--- config.mk ---
export PLATFORM = sky130hd
export DESIGN_NAME = ehl_ahb_slv_arbiter
export DESIGN_NICKNAME = d
export VERILOG_FILES = /design/src/rtl/ehl_ahb_slv_arbiter.sv
export SDC_FILE = /design/constraint.sdc
export NUM_CORES = 1
export LEC_CHECK = 0
export CAP_MARGIN = 15
export CELL_PAD_IN_SITES_DETAIL_PLACEMENT = 0
export CELL_PAD_IN_SITES_GLOBAL_PLACEMENT = 1
export CORE_MARGIN = 3
export CORE_UTILIZATION = 35
export DETAILED_ROUTE_END_ITERATION = 7
export MAX_ROUTING_LAYER = met4
export PLACE_DENSITY_LB_ADDON = 0.12
export SYNTH_ARGS = -nofsm -noshare
export SYNTH_HDL_FRONTEND = slang
export SYNTH_SLANG_ARGS = --single-unit
--- constraint.sdc ---
create_clock -name hclk -period 3.2 [get_ports hclk]
set_input_delay 0.64 -clock hclk [delete_from_list [all_inputs] [get_ports hclk]]
set_output_delay 0.64 -clock hclk [all_outputs]
set_load 0.1 [all_outputs]
--- src/rtl/ehl_ahb_slv_arbiter.sv ---
// rtl/ehl_ahb_slv_arbiter.sv - per-slave-port AHB matrix arbiter with burst lock
//
// Purpose:
//   Shares one AHB slave port between MNUM masters. Address-phase ownership
//   (addr_gnt) and data-phase ownership (data_gnt) are tracked separately so
//   the matrix can steer the address/control mux and the read-data/response
//   return path independently. A granted burst is never broken: the owner
//   keeps the port while it issues BUSY or SEQ.
//
// Parameters:
//   MNUM        number of masters (1..16)
//   FIXED_PRIO  0: round-robin, 1: fixed priority (lowest index wins)
//
// Ports:
//   hclk         AHB clock
//   hresetn      synchronous active-low reset
//   req          per-master NONSEQ request to this slave (already decoded/route-permitted)
//   im_htrans    htrans of every master, master m at [2m+1:2m]
//   hready       hready of this slave port; low freezes all state
//   addr_gnt     one-hot address-phase owner (registered)
//   addr_gnt_id  binary index of addr_gnt, 0 when no owner
//   addr_valid   any address-phase owner present
//   data_gnt     one-hot data-phase owner (registered)
//   m_stall      requesting masters that do not own the address phase

module ehl_ahb_slv_arbiter #(
  parameter int MNUM       = 2,
  parameter int FIXED_PRIO = 0
) (
  input  logic              hclk,
  input  logic              hresetn,
  input  logic [MNUM-1:0]   req,
  input  logic [2*MNUM-1:0] im_htrans,
  input  logic              hready,
  output logic [MNUM-1:0]   addr_gnt,
  output logic [3:0]        addr_gnt_id,
  output logic              addr_valid,
  output logic [MNUM-1:0]   data_gnt,
  output logic [MNUM-1:0]   m_stall
);

  logic [3:0]      rr_ptr;
  logic [3:0]      next_rr;
  logic [MNUM-1:0] next_addr_gnt;
  logic [MNUM-1:0] next_data_gnt;
  logic [1:0]      owner_htrans;
  logic            owner_continue;
  logic            found;
  int              win;
  int              idx;

  // Owner index and the htrans it is currently driving. addr_gnt is one-hot0,
  // so at most one iteration matches.
  always_comb begin
    addr_gnt_id  = '0;
    owner_htrans = '0;
    for (int i = 0; i < MNUM; i++) begin
      if (addr_gnt[i]) begin
        addr_gnt_id  = 4'(i);
        owner_htrans = im_htrans[2*i +: 2];
      end
    end
  end

  assign addr_valid = |addr_gnt;

  // BUSY (01) and SEQ (11) both have bit 0 set: the owner is mid-burst.
  assign owner_continue = addr_valid & owner_htrans[0];

  assign m_stall = req & ~addr_gnt;

  // Winner selection among requesters.
  always_comb begin
    found = 1'b0;
    win   = 0;
    idx   = 0;
    if (FIXED_PRIO != 0) begin
      for (int i = MNUM - 1; i >= 0; i--) begin
        if (req[i]) begin
          found = 1'b1;
          win   = i;
        end
      end
    end else begin
      // Scan upward starting just after the last winner, wrapping at MNUM.
      for (int k = 1; k <= MNUM; k++) begin
        idx = int'(rr_ptr) + k;
        if (idx >= MNUM) begin
          idx = idx - MNUM;
        end
        if (!found && req[idx]) begin
          found = 1'b1;
          win   = idx;
        end
      end
    end
  end

  // Next grant state. No parking: with no owner-continue and no requester the
  // port goes ungranted, so the slave sees IDLE.
  always_comb begin
    next_addr_gnt = addr_gnt;
    next_rr       = rr_ptr;
    if (!owner_continue) begin
      next_addr_gnt = '0;
      if (found) begin
        next_addr_gnt[win] = 1'b1;
        next_rr            = 4'(win);
      end
    end
    // Only NONSEQ/SEQ (bit 1 set) open a data phase; BUSY and IDLE do not.
    next_data_gnt = owner_htrans[1] ? addr_gnt : '0;
  end

  always_ff @(posedge hclk) begin
    if (!hresetn) begin
      addr_gnt <= '0;
      data_gnt <= '0;
      rr_ptr   <= 4'(MNUM - 1);
    end else if (hready) begin
      addr_gnt <= next_addr_gnt;
      data_gnt <= next_data_gnt;
      rr_ptr   <= next_rr;
    end
  end

endmodule

==> flow_summary.yaml <==
run_status:
  status: "complete, no violations"
timing:
  clock.fmax_ghz: 0.417
  rsz0062_at_grt: "false"
  layout_min_cycle_time_ns: 2.40
  drv_slew: 0
  setup_tns_ns: 0
  setup_violations: 0
  layout_setup_ws_ns: 0.804
  hold_viol_final: 0
  fin_skew_ns: 0.00816
  finalCritPeriodShare_pct: 74.9
detailed_routing:
  met1_length_um: 970
  wl_met2_um: 852
  wl_met3_um: 77
  ant_nets: 0
  drt_iter0_markers: 14
  vias: 783
  route.detailed.drc: 0
  vias_per_cell: 5.40
  drt_pre_antenna_iters: 4
  wl_per_cell_um: 13.1
  drt_wl_total_mm: 1.90
  top_layer_used: "met3"
cells_and_area:
  drive_gt1_share_pct: 17.9
  final_util_pct: 45.4
  syn_to_final_growth_pct: 21.2
  final_common_cell: "nand2_1"
  diodes: 0
  mostFrequentLayoutCells: "9 x nand2_1, 8 x dfxtp_1, 8 x clkdlybuf4s50_1"
  layout.nets: 133
  fillers: 239
yosys:
  ys_seq_elements: 8
  syn_area_per_cell_um2: 8.20
  synthCells: 103
  ys_types: 45
  ys_seq_area_share_pct: 19.0
  syn_area_um2: 845
  ys_warn_count: 0
clock_tree:
  ctsHtreeMaxLevel: 1
  cts_sinks: 8
  ctsHoldBuffers: 0
  post_cts_buffers: 0
  clockRootBuffer: "clkbuf_4"
  clk_latency_ns: 0.26
  cts_made_buffers: 3
  cts_tree: "done"
  path_clk_slew_ns: 0.06
  post_cts_resized: 0
  clk_path_buf_depth: 2
critical_path:
  worst_setup_path_end_kind: "flop"
  path_max_fanout: 9
  critical_path.max_stage_delay_ns: 0.53
  worstPathRequired_ns: 3.36
  cp_data_arrival_time_ns: 2.55
  crit_buf_inv: 2
  crit_path_start_kind: "flop"
  crit_slowest_cell: "ha_1"
  crit_chain: "inv_1, ha_1, inv_1, ha_1, a22oi_1, o21ai_0, a21oi_1, nor4_2, a41o_1"
  crit_family: "adder cells"
  criticalPathCategory: "reg2reg"
placement:
  port_buffers: 16
  post-dp-hpwl_mm: 1.44
  gp_congestion: 0.858
  dpl_worst_slack_ns: 0.810
power_and_ir_drop:
  power.density_nw_per_um2: 401
  netSwitchingFraction_pct: 46.2
  cellLeakagePower_nw: 0.443
  power_frac_comb_pct: 51.9
  ir_drop_uv: 295
  cellInternalPower_uw: 221
  clkPwrFrac_pct: 19.5
  switchingPower_uw: 190
  share_seq_of_total_power_pct: 28.6
global_routing:
  grt_pass1_vias: 656
  antenna_found_initial: 0
  overflow: 0
  grt_usage_pct: 14.2
  grt_max_degree: 16
  grt_pass1_wl_mm: 3.00
floorplanning:
  fp.coreArea_um2: 2250
  fp.dieW_um: 55.1
  io_pins: 20
  rows: 17
  die-area_um2: 3040
  die_y_um: 55.1
  start_util_pct: 37.5
job:
  cap_violations: 0
min_path:
  hp-class: "reg2reg"
[stage by stage]
stage | instances | total power [mW] | instance area [µm²] | hold WS, ns
after floorplan | 105 | 0.285 | 852 | 0.588
after global placement | 142 | 0.333 | 1000 | 0.459
after detailed placement | 142 | 0.332 | 1000 | 0.474
after CTS | 145 | 0.412 | 1020 | 0.483
after global routing | 145 | 0.437 | 1020 | 0.515
final | 145 | 0.411 | 1020 | 0.473
[registers in the layout, summed over array words and instances (netlist names)]
| name | flops |
|---|---|
| addr_gnt | 2 |
| rr_ptr | 4 |
| data_gnt | 2 |
[final cells by class]
class                   count  area (µm²)  area share [%]
repair buffers             17         173            16.9
multi-input cells          83         611            59.7
flip-flops and latches      8         160            15.6
inverters                   6        22.5            2.20
clock buffers               3        22.5            2.20
well taps                  28        35.0            3.42
[worst register-to-register path, cell delays in order (launching register included)]
cell,delay [ns]
dfxtp_1,0.42
inv_1,0.11
ha_1,0.53
inv_1,0.09
ha_1,0.33
a22oi_1,0.15
o21ai_0,0.09
a21oi_1,0.25
nor4_2,0.09
a41o_1,0.24
[per-layer routing]
layer	global-route usage, %	vias to the layer above
li1	-	404
met4	2.43	0
met3	4.83	0
met1	20.3	367
met2	19.3	12
met5	-	-
[kinds of logic after synthesis]
group / Yosys count / synth area share [%]
flops: 8 / 19.0
buf+inv: 14 / 9.63
fa+ha+maj: 5 / 7.41
simple gates: 39 / 26.4
xor+xnor: 2 / 2.96
other cells: 1 / 0.444
compound gates: 33 / 32.9
mux: 1 / 1.33
[synth_stat cells, drive strengths merged]
library cell	number	area share, %
a2111oi	2	5.0
a211o	1	1.0
a211oi	1	1.5
a21o	3	2.7
a21oi	4	2.4
a22oi	1	0.89
a2bb2oi	1	1.0
a31oi	3	2.2
a32o	1	1.2
a41o	1	1.2
and2	2	1.5
and3	1	0.74
and3b	1	1.0
and4bb	1	1.5
buf	8	7.0
conb	1	0.44
dfxtp	8	19
ha	5	7.4
inv	6	2.7
mux2	1	1.3
nand2	9	4.0
nand2b	6	4.4
nand3	5	3.0
nor2	3	1.3
nor2b	3	2.2
nor3	2	1.2
nor4	3	3.0
o211a	2	2.4
o21a	2	1.8
o21ai	5	3.0
o21bai	1	0.89
o22ai	1	0.74
o311a	1	1.2
o311ai	1	1.0
o31ai	1	0.89
o41ai	1	1.9
or2	1	0.74
or3	1	0.74
or3b	1	1.0
xor2	2	3.0
[power by group through the flow]
| stage | clock network, mW | logic (mW) | registers, mW |
|---|---|---|---|
| 2_1_floorplan | 0 | 0.149 | 0.136 |
| 4_1_cts | 0.0821 | 0.212 | 0.118 |
| 5_1_grt | 0.0891 | 0.229 | 0.119 |
| 3_5_place_dp | 0 | 0.212 | 0.120 |
| 6_report | 0.0800 | 0.213 | 0.118 |
| 3_3_place_gp | 0 | 0.214 | 0.120 |
[worst paths after layout]
path	startpoint	endpoint	slack, ns	depth (start not counted)
worst max-delay path	rr_ptr[1]$_SDFFE_PN0P_	addr_gnt[0]$_SDFFE_PN0P_	0.80	9
worst min-delay path	data_gnt[0]$_SDFFE_PN0P_	data_gnt[0]$_SDFFE_PN0P_	0.47	2
worst max register to register	rr_ptr[1]$_SDFFE_PN0P_	addr_gnt[0]$_SDFFE_PN0P_	0.80	9
worst min register to register	data_gnt[0]$_SDFFE_PN0P_	data_gnt[0]$_SDFFE_PN0P_	0.47	2
(Power assumes the default switching activity.)
